### config.mk
export PLATFORM = sky130hd
export DESIGN_NAME = fsm_event_recorder
export DESIGN_NICKNAME = d
export VERILOG_FILES = /design/src/rtl/fsm_event_pkg.sv /design/src/rtl/fsm_event_fifo.sv /design/src/rtl/fsm_event_recorder.sv
export SDC_FILE = /design/constraint.sdc
export NUM_CORES = 1
export LEC_CHECK = 0
export ABC_AREA = 1
export CORE_MARGIN = 3
export CORE_UTILIZATION = 45
export CTS_CLUSTER_DIAMETER = 120
export CTS_CLUSTER_SIZE = 24
export DETAILED_ROUTE_END_ITERATION = 8
export PLACE_DENSITY_LB_ADDON = 0.12
export SLEW_MARGIN = 30
export SYNTH_ARGS = -nofsm -noshare
export SYNTH_HDL_FRONTEND = slang
export SYNTH_SLANG_ARGS = --single-unit
### constraint.sdc
create_clock -name aclk -period 3.4 [get_ports aclk]
set_input_delay 0.34 -clock aclk [delete_from_list [all_inputs] [get_ports aclk]]
set_output_delay 0.34 -clock aclk [all_outputs]
set_load 0.01 [all_outputs]
### src/rtl/fsm_event_pkg.sv
// Shared types and elaboration helpers for the FSM event recorder.
// Optional trace output in fsm_event_recorder is enabled by FSM_EVENT_RECORDER_TRACE_EN.
package fsm_event_pkg;

    localparam int unsigned STATE_W_DEF = 4;
    localparam int unsigned TS_W_DEF    = 32;

    // One recorded transition at the default widths.
    typedef struct packed {
        logic [TS_W_DEF-1:0]    ts;
        logic [STATE_W_DEF-1:0] from;
        logic [STATE_W_DEF-1:0] to;
    } fsm_event_t;

    // log2 of a legal FIFO depth (power of two, >= 2); 0 flags an illegal depth.
    function automatic int unsigned clog2_safe(input int unsigned depth);
        if (depth < 2 || (depth & (depth - 1)) != 0) begin
            return 0;
        end
        return $clog2(depth);
    endfunction

endpackage

### src/rtl/fsm_event_fifo.sv
// Single-clock FIFO of transition records with wrap-bit pointers.
// Push is accepted when not full, or when a pop happens in the same cycle.
module fsm_event_fifo
    import fsm_event_pkg::*;
#(
    parameter int unsigned DEPTH = 8,
    parameter type         T     = fsm_event_t
) (
    input  logic aclk,
    input  logic srst,
    input  logic i_push,
    input  T     i_data,
    input  logic i_pop,
    output T     o_data_c,
    output logic o_full_c,
    output logic o_empty_c
);

    localparam int unsigned AW = clog2_safe(DEPTH);

    if (AW == 0) begin : g_bad_depth
        $error("fsm_event_fifo: DEPTH must be a power of two and at least 2");
    end

    logic [AW:0] r_wptr;
    logic [AW:0] r_rptr;
    T            r_mem [DEPTH];
    logic        w_do_push;
    logic        w_do_pop;

    assign o_empty_c = (r_wptr == r_rptr);
    assign o_full_c  = (r_wptr[AW] != r_rptr[AW]) && (r_wptr[AW-1:0] == r_rptr[AW-1:0]);
    assign w_do_pop  = i_pop & ~o_empty_c;
    assign w_do_push = i_push & (~o_full_c | w_do_pop);
    assign o_data_c  = r_mem[r_rptr[AW-1:0]];

    // Pointer update; simultaneous push and pop leaves occupancy unchanged.
    always_ff @(posedge aclk) begin
        if (srst) begin
            r_wptr <= '0;
            r_rptr <= '0;
        end else begin
            if (w_do_push) begin
                r_wptr <= r_wptr + (AW+1)'(1);
            end
            if (w_do_pop) begin
                r_rptr <= r_rptr + (AW+1)'(1);
            end
        end
    end

    // Storage write; contents need no reset since the pointers define validity.
    always_ff @(posedge aclk) begin
        if (w_do_push) begin
            r_mem[r_wptr[AW-1:0]] <= i_data;
        end
    end

endmodule

### src/rtl/fsm_event_recorder.sv
// Watches an FSM state bus, timestamps each transition and streams the
// records out through a FIFO on a valid/ready interface.
// Define FSM_EVENT_RECORDER_TRACE_EN for a simulation-only transition log.
module fsm_event_recorder
    import fsm_event_pkg::*;
#(
    parameter int          NAME    = 0,
    parameter int unsigned STATE_W = 4,
    parameter int unsigned TS_W    = 32,
    parameter int unsigned DEPTH   = 8,
    parameter int unsigned DROP_W  = 8
) (
    input  logic               aclk,
    input  logic               srst,
    input  logic               state_valid,
    input  logic [STATE_W-1:0] state_in,
    output logic               evt_valid,
    input  logic               evt_ready,
    output logic [31:0]        evt_id,
    output logic [TS_W-1:0]    evt_ts,
    output logic [STATE_W-1:0] evt_from,
    output logic [STATE_W-1:0] evt_to,
    output logic [DROP_W-1:0]  drop_cnt,
    output logic               overflow
);

    typedef struct packed {
        logic [TS_W-1:0]    ts;
        logic [STATE_W-1:0] from;
        logic [STATE_W-1:0] to;
    } rec_t;

    logic [TS_W-1:0]    r_ts;
    logic               r_primed;
    logic [STATE_W-1:0] r_prev;
    logic [DROP_W-1:0]  r_drop_cnt;
    logic               r_overflow;

    logic w_push_req;
    logic w_push_acc;
    logic w_drop;
    logic w_pop;
    logic w_full;
    logic w_empty;
    rec_t w_rec_in;
    rec_t w_rec_out;

    assign w_push_req = r_primed & state_valid & (state_in != r_prev);
    assign w_pop      = ~w_empty & evt_ready;
    assign w_push_acc = w_push_req & (~w_full | w_pop);
    assign w_drop     = w_push_req & ~w_push_acc;
    assign w_rec_in   = '{ts: r_ts, from: r_prev, to: state_in};

    // Free-running timestamp, priming and last-seen state tracking.
    always_ff @(posedge aclk) begin
        if (srst) begin
            r_ts     <= '0;
            r_primed <= 1'b0;
            r_prev   <= '0;
        end else begin
            r_ts <= r_ts + TS_W'(1);
            if (state_valid) begin
                r_primed <= 1'b1;
                r_prev   <= state_in;
            end
        end
    end

    // Saturating drop counter and sticky overflow flag.
    always_ff @(posedge aclk) begin
        if (srst) begin
            r_drop_cnt <= '0;
            r_overflow <= 1'b0;
        end else if (w_drop) begin
            r_overflow <= 1'b1;
            if (r_drop_cnt != '1) begin
                r_drop_cnt <= r_drop_cnt + DROP_W'(1);
            end
        end
    end

    fsm_event_fifo #(
        .DEPTH (DEPTH),
        .T     (rec_t)
    ) u_fifo (
        .aclk      (aclk),
        .srst      (srst),
        .i_push    (w_push_acc),
        .i_data    (w_rec_in),
        .i_pop     (w_pop),
        .o_data_c  (w_rec_out),
        .o_full_c  (w_full),
        .o_empty_c (w_empty)
    );

    assign evt_valid = ~w_empty;
    assign evt_id    = 32'(NAME);
    assign evt_ts    = w_rec_out.ts;
    assign evt_from  = w_rec_out.from;
    assign evt_to    = w_rec_out.to;
    assign drop_cnt  = r_drop_cnt;
    assign overflow  = r_overflow;

`ifdef FSM_EVENT_RECORDER_TRACE_EN
    // Simulation-only log of accepted and dropped transitions.
    always @(posedge aclk) begin
        if (!srst && w_push_acc) begin
            $display("[%t] FSM%0d %0d -> %0d @%0d", $time, NAME, r_prev, state_in, r_ts);
        end
        if (!srst && w_drop) begin
            $display("WARNING: [%t] FSM%0d %0d -> %0d @%0d lost, FIFO full", $time, NAME, r_prev, state_in, r_ts);
        end
    end
`endif

endmodule

==> results.toml, run 1 <==
[run_status]
status = "complete, no violations"

[critical_path]
cp_cell_sequence = "buf_12 > nor2_1 > o32ai_1 > nand2_1 > nand2_1 > clkdlybuf4s50_1"
setup.worst_path.start_class = "flip-flop"
cp_top_family = "buffers and inverters"
max_stage_delay_ps = 650
crit_type = "flip-flop to primary output"
arrival_ps = 2800
critical_path_buf_inv_count = 2
cp_max_fo = 51
critPathCaptureType = "primary output"
crit_slowest_cell = "dfxtp_4"
cpMostUsedCell = "nand2_1"
crit_required_ps = 3060
r2r_slack_ps = 870

[routing]
num_vias = 9896
drc = 0
first_pass_iters = 5
ant_nets = 0
drt-initial-drc-count = 707
wl_mm = 34.6
via_per_inst = 5.30
wire_per_inst_um = 18.5

[timing]
fin_crit_sh_pct = 92.4
fin_skew_ps = 25.0
slew_violations = 0
period_minus_slack_ps = 3140
setup_viol = 0
max_freq_mhz = 318
rsz0062_at_grt = "no"
worstMarginPinSlew_ps = 865
finalHoldViolations = 0
fin_tns_setup_ps = 0
maxSlewHeadroom_pct = 42.0

[clocking]
cts-root-buf = "clkbuf_16"
path_clk_slew_ps = 90
cts_tree = "done"
hold_buffers = 0
clock_path_buffers = 3
numCtsBuffers = 19
htreeDepth = 1
worstSkewPairLatency_ps = 530
clock-sinks = 377

[global_route]
grt_use_total_pct = 18.6
grt_overflow = 0
antenna_found_initial = 0
grt_pass1_vias = 9460
grt_pass1_wl_mm = 53.5
grt_max_degree = 61

[min_path]
hp-class = "flip-flop to flip-flop"

[synth]
synthMuxAreaShare_pct = 0
ys_seq_area_share_pct = 69.4
async_flop_share_pct = 0
synth_cell_types = 36
synthAdderAreaFrac_pct = 0.323
synth_top_family_by_area = "simple AND/OR/NAND/NOR gates"
yosysWarnings = 0
synthXorXnorAreaFrac_pct = 0.606
syn_avg_cell_area_um2 = 11.4
synth_cells = 1365
netlist_area_mm2 = 0.0155
synth_simple_gate_area_share_pct = 15.3
synth_compound_area_share_pct = 9.32
synth_top_flop_cell = "edfxtp_1"
synth_edf_count = 320
synth-seq-cells = 377

[cells_and_area]
drive_above_1_share_pct = 5.85
layout_common_cells = "edfxtp_1, nor2_1, nand2_1, o21ai_0, o32ai_1"
n_fill_cell = 2993
antenna_cells = 0
layout_commonest_cell = "edfxtp_1"
final_nets = 1418
final_area_mm2 = 0.0172
syn2layout_area_growth_pct = 11.1

[floorplanning]
io_pins = 90
core.rowCount = 67
core_mm2 = 0.0337
die_x_um = 192
initial_core_util_pct = 46.0
die_height_um = 192
die-area_mm2 = 0.0367

[place]
gp_congestion = 0.846
io_buffers = 57
dpl-instance-area_mm2 = 0.0167
dpl.hpwl_mm = 20.9

[flow_run]
drv_cap = 0

[pwr]
finalPower_mw = 8.89
irDropWorstVdd_uv = 297
p_per_area_mw_per_mm2 = 516
p_leak_nw = 5.81
-- tightest hold or removal path, stage by stage, from the launching register on --
cell     delay, ps
dfxtp_1        320
nor2_1          80
nor2_1          40
-- path summary, 6_finish.rpt --
path	start	cells past startpoint	end
worst max-delay path	flip-flop	6	evt_ts[14]
worst min-delay path	r_primed	2	r_primed
worst max register to register	r_prev[2]	11	u_fifo.r_mem[0][5]
worst min register to register	r_primed	2	r_primed
-- per-stage QoR --
stage	setup slack [ps]	util [%]	hold slack [ps]	std cells
2_1_floorplan	98.8	-	435	1396
3_3_place_gp	410	49.4	452	1832
3_5_place_dp	375	49.4	464	1832
4_1_cts	87.4	51.0	479	1866
5_1_grt	124	51.1	521	1867
6_report	260	51.1	482	1867
-- layout make-up --
class	count	area, um2	share of cell area, %
Clock inverter	2	17.5	0.102
Tap cell	448	561	3.25
Timing Repair Buffer	90	1010	5.84
Clock buffer	32	524	3.04
Sequential cell	377	10800	62.5
Multi-Input combinational cell	860	4140	24.0
Inverter	58	223	1.29
-- synth_stat cells (3+ instances only) --
cell type / n / share of area (%)
xor2_1: 4 / 0.23
nor3_1: 14 / 0.45
nand2_2: 3 / 0.12
buf_4: 34 / 1.6
nor2_1: 305 / 7.4
clkbuf_1: 36 / 0.87
inv_2: 3 / 0.073
nand3_1: 27 / 0.87
xnor2_1: 3 / 0.17
nand4_1: 5 / 0.20
o21a_1: 4 / 0.19
buf_2: 26 / 0.84
o32ai_1: 80 / 4.5
nand2_1: 226 / 5.5
inv_1: 55 / 1.3
dfxtp_1: 57 / 7.4
nand3b_1: 5 / 0.24
a21oi_2: 4 / 0.23
o21ai_0: 95 / 3.1
a21oi_1: 37 / 1.2
edfxtp_1: 320 / 62
ha_1: 4 / 0.32
-- per-layer routing --
metal | vias to the layer above | part of all wire (%) | global-route usage (%)
met1 | 4844 | 49 | 28.0
met5 | - | 0 | 0
li1 | 4801 | - | -
met2 | 222 | 46 | 29.7
met4 | 0 | 1.3 | 3.36
met3 | 29 | 4.2 | 2.12
-- logic make-up (layout without fill, tap and decap cells) --
family          Yosys count  in the layout
buf+inv                 159            182
simple gates            592            592
other cells               1             32
flops                   377            377
xor+xnor                  9              9
compound gates          223            223
fa+ha+maj                 4              4
-- power by group --
part,internal (mW),total (mW),switching (mW)
combinational,0.553,1.31,0.761
sequential,5.01,5.09,0.0828
clock,1.08,2.48,1.40
-- sequential cells by signal (all words and copies together) (netlist names), named ones only --
| name | cells |
|---|---|
| u_fifo.r_rptr | 4 |
| drop_cnt | 8 |
| r_prev | 4 |
| overflow | 1 |
| u_fifo.r_mem | 320 |
| r_ts | 32 |
| u_fifo.r_wptr | 4 |
| r_primed | 1 |
-- what timing repair did --
action                     CTS  global route
setup buffers                0             1
resized for setup            0             1
setup endpoints to repair    0             2
Power figures use the tool's default switching activity.
==> inputs of run 2 (changes only) <==
Settings changed: CORE_UTILIZATION 45 to 30, CTS_CLUSTER_SIZE 24 to default, REMOVE_ABC_BUFFERS from default to 1.
==> run 2 against run 1 <==
Against the previous run: count of clock-buffer cells in the layout rose by 35; sequential power barely moved; largest power group unchanged; highest routed layer unchanged; sequential share of layout area fell by 3.8 points; worst setup slack got worse by 10 ps; sequential cell count did not move; critical path type unchanged; die area rose by 48%; cell count rose by 14%; global-route usage fell by 4.6 points; register-to-register slack improved by 30 ps.
==> results.toml, run 2 (synthesis results as in run 1) <==
[clocking]
htreeDepth = 2
worstSkewPairLatency_ps = 560
numCtsBuffers = 43
hold_buffers = 0
path_clk_slew_ps = 60
clock-sinks = 377
cts-root-buf = "clkbuf_16"
post_cts_resized = 0
postCtsSetupBuffers = 0
cts_tree = "done"
clock_path_buffers = 3

[routing]
wire_per_inst_um = 17.8
drc = 0
drt-initial-drc-count = 646
ant_nets = 0
via_per_inst = 4.67
wl_mm = 38.1
first_pass_iters = 5
num_vias = 9982

[timing]
finalHoldViolations = 0
rsz0062_at_grt = "no"
fin_skew_ps = 18.9
period_minus_slack_ps = 3150
max_freq_mhz = 317
fin_crit_sh_pct = 92.7
hold_slack_ps = 475
worstMarginPinSlew_ps = 766
fin_tns_setup_ps = 0
setup_viol = 0
slew_violations = 0
maxSlewHeadroom_pct = 48.9

[critical_path]
crit_type = "flip-flop to primary output"
arrival_ps = 2810
r2r_slack_ps = 900
timing.rr.end = "u_fifo.r_mem[6][29]"
worstRegToRegCells = 11
critPathCaptureType = "primary output"
critPathCapture = "evt_ts[31]"
setup.worst_path.start_class = "flip-flop"
cp_max_fo = 68
crit_required_ps = 3060
rr_startpoint = "r_prev[0]"

[floorplanning]
initial_core_util_pct = 30.6
io_pins = 90
die_x_um = 233
core.rowCount = 82
die-area_mm2 = 0.0544
core_mm2 = 0.0506
die_height_um = 233

[cells_and_area]
largest_reg_flops = 320
layout_common_cells = "edfxtp_1, nor2_1, nand2_1, o21ai_0, o32ai_1"
syn2layout_area_growth_pct = 18.3
antenna_cells = 0
drive_above_1_share_pct = 8.20
final_nets = 1441
layout_commonest_cell = "edfxtp_1"

[global_route]
grt_use_total_pct = 14.1
grt_pass1_vias = 9780
grt_pass1_wl_mm = 58.7
antenna_found_initial = 0
grt_max_degree = 95
grt_overflow = 0

[pwr]
share_comb_of_total_power_pct = 12.0
power_frac_clock_pct = 41.3
p_leak_nw = 6.22
swShare_pct = 24.4
p_switching_mw = 2.66
p_int_mw = 8.25
pwr-share-seq_pct = 46.7
irDropWorstVdd_uv = 360
p_per_area_mw_per_mm2 = 595

[flow_run]
drv_cap = 0

[place]
dpl.hpwl_mm = 22.2
gp_congestion = 0.747
io_buffers = 57

[min_path]
hp-class = "flip-flop to flip-flop"

[run_status]
status = "complete, no violations"
-- run 2: power groups by stage --
stage | registers [mW] | logic [mW] | clock network, mW
after global placement | 5.20 | 1.34 | 0
after CTS | 5.11 | 1.35 | 4.67
final | 5.10 | 1.31 | 4.50
after detailed placement | 5.20 | 1.34 | 0
after floorplan | 5.24 | 0.661 | 0
after global routing | 5.11 | 1.46 | 4.84
-- run 2: final cells by class --
cell class                      instances  area (um2)
Fill cell                            4989       32200
Sequential cell                       377       10800
Multi-Input combinational cell        860        4140
Clock buffer                           67        1250
Timing Repair Buffer                   89         998
Tap cell                              672         841
Inverter                               58         220
Clock inverter                         13         131
-- run 2: critical path: stages (launching register included) --
cell             delay, ps
dfxtp_4                820
buf_4                  390
o21ai_0                140
o32ai_1                130
nand2_1                110
nand2_1                110
clkdlybuf4s50_1        550
-- run 2: worst min path at each step --
stage               slack (ps)  cells past startpoint     start       end
floorplan                  410                      1      srst   r_ts[0]
detailed placement         460                      2  r_primed  r_primed
finish                     470                      2  r_primed  r_primed
global route               500                      2  r_primed  r_primed
CTS                        470                      2  r_primed  r_primed
global placement           450                      2  r_primed  r_primed
-- run 2: through the flow --
stage / util, % / cells / power [mW] / instance area, um2 / setup slack [ps]
2_1_floorplan: - / 1295 / 5.90 / 15000 / -1950
3_3_place_gp: 33.5 / 2056 / 6.54 / 17000 / 351
3_5_place_dp: 33.5 / 2056 / 6.54 / 17000 / 301
4_1_cts: 36.2 / 2136 / 11.1 / 18300 / 146
5_1_grt: 36.2 / 2136 / 11.4 / 18300 / 19.3
6_report: 36.2 / 2136 / 10.9 / 18300 / 250
-- run 2: routing by layer --
metal / global-route usage (%) / vias up / wire (um)
li1: - / 4873 / -
met1: 19.0 / 4866 / 18100
met5: 0 / - / 0
met4: 4.12 / 0 / 725
met2: 23.0 / 193 / 17700
met3: 2.76 / 50 / 1620
